<file path="config.mk">
export PLATFORM = sky130hd
export DESIGN_NAME = fetch_stage
export DESIGN_NICKNAME = d
export VERILOG_FILES = /design/src/rtl/fetch_pkg.sv /design/src/rtl/fetch_stage_ifid.sv /design/src/rtl/fetch_stage.sv
export SDC_FILE = /design/constraint.sdc
export NUM_CORES = 1
export LEC_CHECK = 0
export ABC_AREA = 1
export CAP_MARGIN = 0
export CORE_UTILIZATION = 47
export DETAILED_ROUTE_END_ITERATION = 10
export GPL_ROUTABILITY_DRIVEN = 1
export PLACE_DENSITY_LB_ADDON = 0.3
export SLEW_MARGIN = 20
export SYNTH_ARGS = -nofsm -noshare
export SYNTH_HDL_FRONTEND = slang
export SYNTH_HIERARCHICAL = 1
export SYNTH_SLANG_ARGS = --single-unit
</file>
<file path="constraint.sdc">
create_clock -name clk -period 2.7 [get_ports clk]
set_clock_uncertainty 0.1 [all_clocks]
set_input_delay 0.27 -clock clk [delete_from_list [all_inputs] [get_ports clk]]
set_output_delay 0.27 -clock clk [all_outputs]
set_load 0.02 [all_outputs]
</file>
<file path="src/rtl/fetch_pkg.sv">
// Shared definitions for the MIPS fetch stage: FSM states, reset PC, NOP encoding.
package fetch_pkg;

  typedef enum logic [1:0] {
    S_REQ  = 2'd0,
    S_WAIT = 2'd1,
    S_HOLD = 2'd2,
    S_HALT = 2'd3
  } fetch_state_t;

  localparam logic [31:0] RESET_PC_DEFAULT = 32'h0000_3000;
  localparam logic [31:0] NOP_INSTR        = 32'h0000_0000;

  function automatic logic [31:0] word_align(input logic [31:0] a);
    return {a[31:2], 2'b00};
  endfunction

endpackage

</file>
<file path="src/rtl/fetch_stage_ifid.sv">
// IF/ID pipeline register: flush clears valid only, data fields keep their last values.
module ifid_reg
  import fetch_pkg::*;
(
  input  logic        clk,
  input  logic        rst,
  input  logic        load,
  input  logic        flush,
  input  logic [31:0] instr_d,
  input  logic [31:0] pc_d,
  input  logic [31:0] pcplus4_d,
  output logic        valid,
  output logic [31:0] instr,
  output logic [31:0] pc,
  output logic [31:0] pcplus4
);

  always_ff @(posedge clk) begin
    if (rst) begin
      valid   <= 1'b0;
      instr   <= NOP_INSTR;
      pc      <= '0;
      pcplus4 <= '0;
    end else if (flush) begin
      valid <= 1'b0;
    end else if (load) begin
      valid   <= 1'b1;
      instr   <= instr_d;
      pc      <= pc_d;
      pcplus4 <= pcplus4_d;
    end
  end

endmodule

</file>
<file path="src/rtl/fetch_stage.sv">
// Fetch stage: PC register, single-outstanding imem read FSM, IF/ID load.
// Optional macro FETCH_ALIGN_CHECK_EN adds fetch_misalign and a sticky halt state.
module fetch_stage
  import fetch_pkg::*;
#(
  parameter logic [31:0] RESET_PC = RESET_PC_DEFAULT
) (
  input  logic        clk,
  input  logic        rst,
  input  logic [31:0] nnpc,
  input  logic        stall,
  input  logic        flush,
  output logic        imem_req,
  output logic [31:0] imem_addr,
  input  logic        imem_ready,
  input  logic        imem_rvalid,
  input  logic [31:0] imem_rdata,
  output logic [31:0] pc,
  output logic [31:0] pcplus4,
  output logic        if_id_valid,
  output logic [31:0] if_id_instr,
  output logic [31:0] if_id_pc,
  output logic [31:0] if_id_pcplus4
`ifdef FETCH_ALIGN_CHECK_EN
  ,
  output logic        fetch_misalign
`endif
);

  fetch_state_t state;
  logic [31:0]  hold_instr;
  logic         drop;

  logic         accept;
  logic         deliver;
  logic         halted;
  logic         pc_load;
  logic         bad_target;
  logic         ifid_load;
  logic         ifid_flush;
  logic [31:0]  ifid_instr_d;
  logic [31:0]  next_pc;

  assign imem_req  = (state == S_REQ) & ~rst;
  assign imem_addr = pc;
  assign pcplus4   = pc + 32'd4;
  assign accept    = imem_req & imem_ready;
  assign halted    = (state == S_HALT);

  always_comb begin
    deliver = 1'b0;
    case (state)
      S_WAIT:  deliver = imem_rvalid & ~drop & ~stall;
      S_HOLD:  deliver = ~stall;
      default: deliver = 1'b0;
    endcase
  end

  assign pc_load = (flush | deliver) & ~halted;

`ifdef FETCH_ALIGN_CHECK_EN
  assign bad_target = pc_load & (nnpc[1:0] != 2'b00);
  assign next_pc    = nnpc;
`else
  assign bad_target = 1'b0;
  assign next_pc    = word_align(nnpc);
`endif

  // Any cycle that does not load IF/ID and is not stalled retires the entry as a bubble.
  assign ifid_load    = deliver & ~flush & ~bad_target;
  assign ifid_flush   = ~ifid_load & (flush | ~stall | bad_target | halted);
  assign ifid_instr_d = (state == S_HOLD) ? hold_instr : imem_rdata;

  always_ff @(posedge clk) begin
    if (rst) begin
      state      <= S_REQ;
      pc         <= RESET_PC;
      hold_instr <= NOP_INSTR;
      drop       <= 1'b0;
`ifdef FETCH_ALIGN_CHECK_EN
      fetch_misalign <= 1'b0;
`endif
    end else
`ifdef FETCH_ALIGN_CHECK_EN
    if (bad_target) begin
      fetch_misalign <= 1'b1;
      state          <= S_HALT;
      drop           <= 1'b0;
      hold_instr     <= NOP_INSTR;
    end else
`endif
    begin
      if (pc_load) pc <= next_pc;
      if (flush) hold_instr <= NOP_INSTR;
      case (state)
        S_REQ: begin
          if (accept) begin
            state <= S_WAIT;
            drop  <= flush;
          end
        end
        S_WAIT: begin
          if (imem_rvalid) begin
            drop <= 1'b0;
            if (flush | drop | ~stall) begin
              state <= S_REQ;
            end else begin
              hold_instr <= imem_rdata;
              state      <= S_HOLD;
            end
          end else if (flush) begin
            drop <= 1'b1;
          end
        end
        S_HOLD: begin
          if (flush | ~stall) state <= S_REQ;
        end
        default: state <= state;
      endcase
    end
  end

  ifid_reg u_ifid (
    .clk       (clk),
    .rst       (rst),
    .load      (ifid_load),
    .flush     (ifid_flush),
    .instr_d   (ifid_instr_d),
    .pc_d      (pc),
    .pcplus4_d (pcplus4),
    .valid     (if_id_valid),
    .instr     (if_id_instr),
    .pc        (if_id_pc),
    .pcplus4   (if_id_pcplus4)
  );

endmodule
</file>
* After elaboration in Yosys (flattened, before gate mapping) *
Cells that the tools add are included.

operators by class
  add/subtract/negate cells = 1
  equality and inequality tests = 7
  multiplexer cells = 15
  bitwise operators = 19
  reduce and logical (&&, ||, !) cells = 7

operators with widths
  operator                 count
  $mux W32                 5
  $add A32 B3 Y32 const B  1
  $mux W2                  4
  $and A1 B1 Y1            7
  $not A1 Y1               7
  $ne A2 B2 Y1 const B     3
  $pmux W2 S3              1
  $or A1 B1 Y1             5
  $eq A2 B2 Y1 const B     2
  $pmux W1 S2              2
  $reduce_and A4 Y1        1
  $mux W1                  3
  $ne A3 B3 Y1 const B     1
  $reduce_and A3 Y1        1
  $reduce_bool A3 Y1       1
  $eq A2 B1 Y1 const B     1
  $logic_not A2 Y1         1
  $reduce_and A2 Y1        1
  $reduce_bool A2 Y1       1
  $reduce_or A2 Y1         1

storage, ports and cells
  register bits after elaboration = 160
  input bits = 70
  output and inout bits = 194
  word-level logic and storage cells = 57

* Depth between registers and ports, before layout *
Gate-level depths: netlist of run 1.

  depth in word-level cells = 9
  depth in mapped cells = 14
  mapped depth without buffers = 11

* Hierarchy *
Netlist of run 1, hierarchy kept.

by module, submodules not included
  module       times used  cells an instance  area an instance (sq um)  sequential area each (sq um)
  fetch_stage  1           686                4241.6                    1301.2
  ifid_reg     1           624                4097.7                    1941.9

* Worst setup path before layout of run 1 *
Ideal clock, no wire load.

  path kind = register to register
  start = register pc[2] (netlist: imem_addr[2])
  end = register u_ifid.pcplus4[16]
  library setup time = 0.064 ns
  arrival = 2.001 ns
  data required time = 2.536 ns
  path slack = 0.535 ns
  stages on the path, launching flop included = 10
  buffers on the path = 0
  period minus slack after synthesis = 2.165 ns
  cell sequence = dfxtp_1 ha_1 nand3_1 nor2_1 nand3_1 xnor2_1 inv_1 nand3_1 nand2_1 nor2_1

on the way
  word-level cells in the longest chain between the ends = 1

RTL lines
  item                      line                    text
  start: declaration        fetch_stage.sv:18       output logic [31:0] pc,
  start signal: assignment  fetch_stage.sv:93       if (pc_load) pc <= next_pc;
  $add A32 B3 Y32           fetch_stage.sv:46       assign pcplus4 = pc + 32'd4;
  via pcplus4[16]           fetch_stage.sv:19       output logic [31:0] pcplus4,
  end signal: assignment    fetch_stage_ifid.sv:30  pcplus4 <= pcplus4_d;
  end: declaration          fetch_stage_ifid.sv:15  output logic [31:0] pcplus4

The timed path passes the listed nets, and every way through them passes these cells.
A chain may end at the register's enable or synchronous reset.

* Final worst setup path of run 1 *
  start = register pc[4] (netlist: imem_addr[4])
  end = output pcplus4[7]

on the way
  word-level cells in the longest chain between the ends = 1

RTL lines
  item              line
  $add A32 B3 Y32   fetch_stage.sv:46
  end: declaration  fetch_stage.sv:19

Every way passes these cells.

==> run metrics, run 1 <==
largest area contributor in the netlist=dfxtp_1; slowest stage delay, CP=0.66 ns; hold_sp=nnpc[13]; initial cell density of the core=0.482; Post-synth EDFFs=0; H-tree level count=4; DR vias=8548; Port-buffer cells=255; top cell type's share of synthesized area=0.389; Mapped Avg Cell Area=6.37 sq um; largest net degree at the start of global routing=69; clock root cell=clkbuf_16; dpl cell area=10900 sq um; via/cell ratio=4.87; Hold Crit Class=in2reg; max cap viols=0; grt total ovfl=0; Net Sw Frac=0.359; Routed Antenna Nets=0; Least-Margin Pin Slew=0.651 ns; DR pass1 iterations=6; GRT Util Overall=0.273; peak supply drop=459 uV; CP required=2.33 ns; # DRC=0; P_sw=2740 uW; PwrDens=664 nW/um^2; dominant cells by area after synthesis=dfxtp_1, nor2_1, nand2_1, nand3_1, inv_1; setup TNS=0 ns; Yosys warnings=6; kind of critical path=reg2out; initial antenna violation count=4; sequential-to-total area share from yosys stat=0.389; Final Hold Vio Count=0; drt initial violations=575; first-pass GRT wire length=39.5 mm; status=complete, no violations; Min Hold Slack=0.347 ns; post-route core utilization=0.664; final setup violation count=0; clock latency on the worst-skew pair=0.42 ns; Arr. time, crit path=2.26 ns; Syn Inst Count=1310; Synth Register Bits=162; clk sinks=162; Reg clk slew, reported paths=0.06 ns; Flop pwr share=0.359; gpl congestion=0.854; I/O pins=264; Startpoint Class=flip-flop; Core ar.=17300 sq um; Clock power frac=0.314; relative slew slack=0.566; commonest non-fill, non-tap cells in the layout=nor2_1, nand2_1, clkdlybuf4s50_1; Tcrit/Tclk final=0.972; half-perimeter wire length after placement=17.2 mm; Crit Path Max Fanout=5; Worst setup EP type=output pin; Comb pwr share=0.327; die extent in y=135 microns; RSZ-0062 raised after global routing=no; vias in the first global route=7848; # rows=48; CTS tree=yes; CP delay by family, top=buffers and inverters; Pins Over Slew Limit=0; Routed WL=24.8 mm; Primary FF master, synth=dfxtp_1; Critical Path Source=imem_addr[4]; WP buf/inv=1; Hold-fix buffers, CTS=0; internal power=4880 uW; min cycle time layout=2.63 ns; placed insts=1722; reg-to-reg critical path startpoint=state[0]; fin cells=1757; TritonCTS Buffers=17; fmax=381 MHz; Final Instance Area=11500 sq um; critical path, cell by cell=nand3_2 > nor2_1 > xor2_1 > clkdlybuf4s50_1; Synth async-reset ratio=0; share of layout cells above drive strength 1=0.0667; WL per Instance=14.1 microns; commonest non-fill, non-tap cell in the layout=nor2_1; mapped cell area=8340 sq um; LEAKAGE=0.00504 uW; distinct cell type count after synthesis=32; slowest stage cell on the critical path=clkdlybuf4s50_1; Die ar.=18300 sq um; Die X=135 microns; Bufs on Longest Clock Path=2; Layout area overhead=37.7%; final layout net count=1591
## metal layers
metal	vias to the layer above	track usage	share of wire
met5	-	0	0
li1	4354	-	-
met3	39	0.0636	0.067
met4	0	0.124	0.028
met2	308	0.455	0.49
met1	3847	0.335	0.42
## power groups by stage
stage	sequential [uW]	clock (uW)	combinational (uW)
global route	2760	2540	2720
floorplan	2900	0	1460
global placement	2780	0	2480
CTS	2730	2440	2500
finish	2730	2400	2490
detailed placement	2780	0	2520
## cell usage after synthesis (7+ instances only)
cell type,instances
a21oi_1,55
a21oi_2,8
buf_1,7
buf_2,26
buf_4,45
clkbuf_1,32
dfxtp_1,162
inv_1,149
nand2_1,297
nand3_1,135
nor2_1,302
o21ai_0,10
o21ai_1,22
xor2_1,19
## final timing paths
path,to,cells after the start,slack [ns]
setup / recovery,pcplus4[7],4,0.07
hold / removal,imem_addr[13],3,0.35
setup reg to reg,u_ifid/instr[31],12,0.50
hold reg to reg,u_ifid/pcplus4[21],2,0.38
## kinds of logic (layout without fill, tap and decap cells)
group | after synthesis | after routing | share of synthesized area
compound gates | 97 | 97 | 0.0623
buf+inv | 269 | 479 | 0.148
fa+ha+maj | 5 | 5 | 0.00750
flops | 162 | 162 | 0.389
other cells | 1 | 13 | 0.000450
xor+xnor | 24 | 24 | 0.0252
simple gates | 752 | 752 | 0.368
## per-stage QoR
| stage | setup WS (ns) | total power [uW] |
|---|---|---|
| after detailed placement | 0.298 | 5300 |
| after global routing | 0.00462 | 8020 |
| final | 0.0747 | 7630 |
| after global placement | 0.327 | 5260 |
| after floorplan | 0.535 | 4360 |
| after CTS | -0.00589 | 7670 |
## worst min-delay path: stages
cell             delay [ns]
clkdlybuf4s50_1        0.40
nand3_1                0.08
nand3_1                0.07
## what timing repair did
action / CTS / global route
endpoints found under the setup margin: 21 / 8
endpoints found under the hold margin: 0 / 0
resized for setup: 24 / 9
pin swaps: 0 / 0
setup buffers: 0 / 0
## state kept, by name, indices dropped and copies added, names as in the netlist
| signal | count |
|---|---|
| hold_instr | 32 |
| u_ifid/instr | 32 |
| u_ifid/pc | 32 |
| u_ifid/pcplus4 | 32 |
| imem_addr | 30 |
| state | 2 |
| drop | 1 |
| u_ifid/valid | 1 |
## layout make-up
cell class	count	area (sq um)
Multi-Input combinational cell	888	3920
Antenna cell	3	7.51
Clock buffer	20	467
Clock inverter	12	120
Timing Repair Buffer	290	2850
Fill cell	1621	5810
Inverter	157	597
Sequential cell	162	3250
Tap cell	225	282
(Power assumes the default switching activity.)
==> run 2: changes to the inputs <==
--- a/config.mk
+++ b/config.mk
@@ -6,7 +6,7 @@
 export NUM_CORES = 1
 export LEC_CHECK = 0
 export ABC_AREA = 1
-export CAP_MARGIN = 0
+export CAP_MARGIN = 20
 export CORE_UTILIZATION = 47
 export DETAILED_ROUTE_END_ITERATION = 10
 export GPL_ROUTABILITY_DRIVEN = 1
==> results of run 2 <==
Final layout, timing and power as in run 1 (identical DEF).
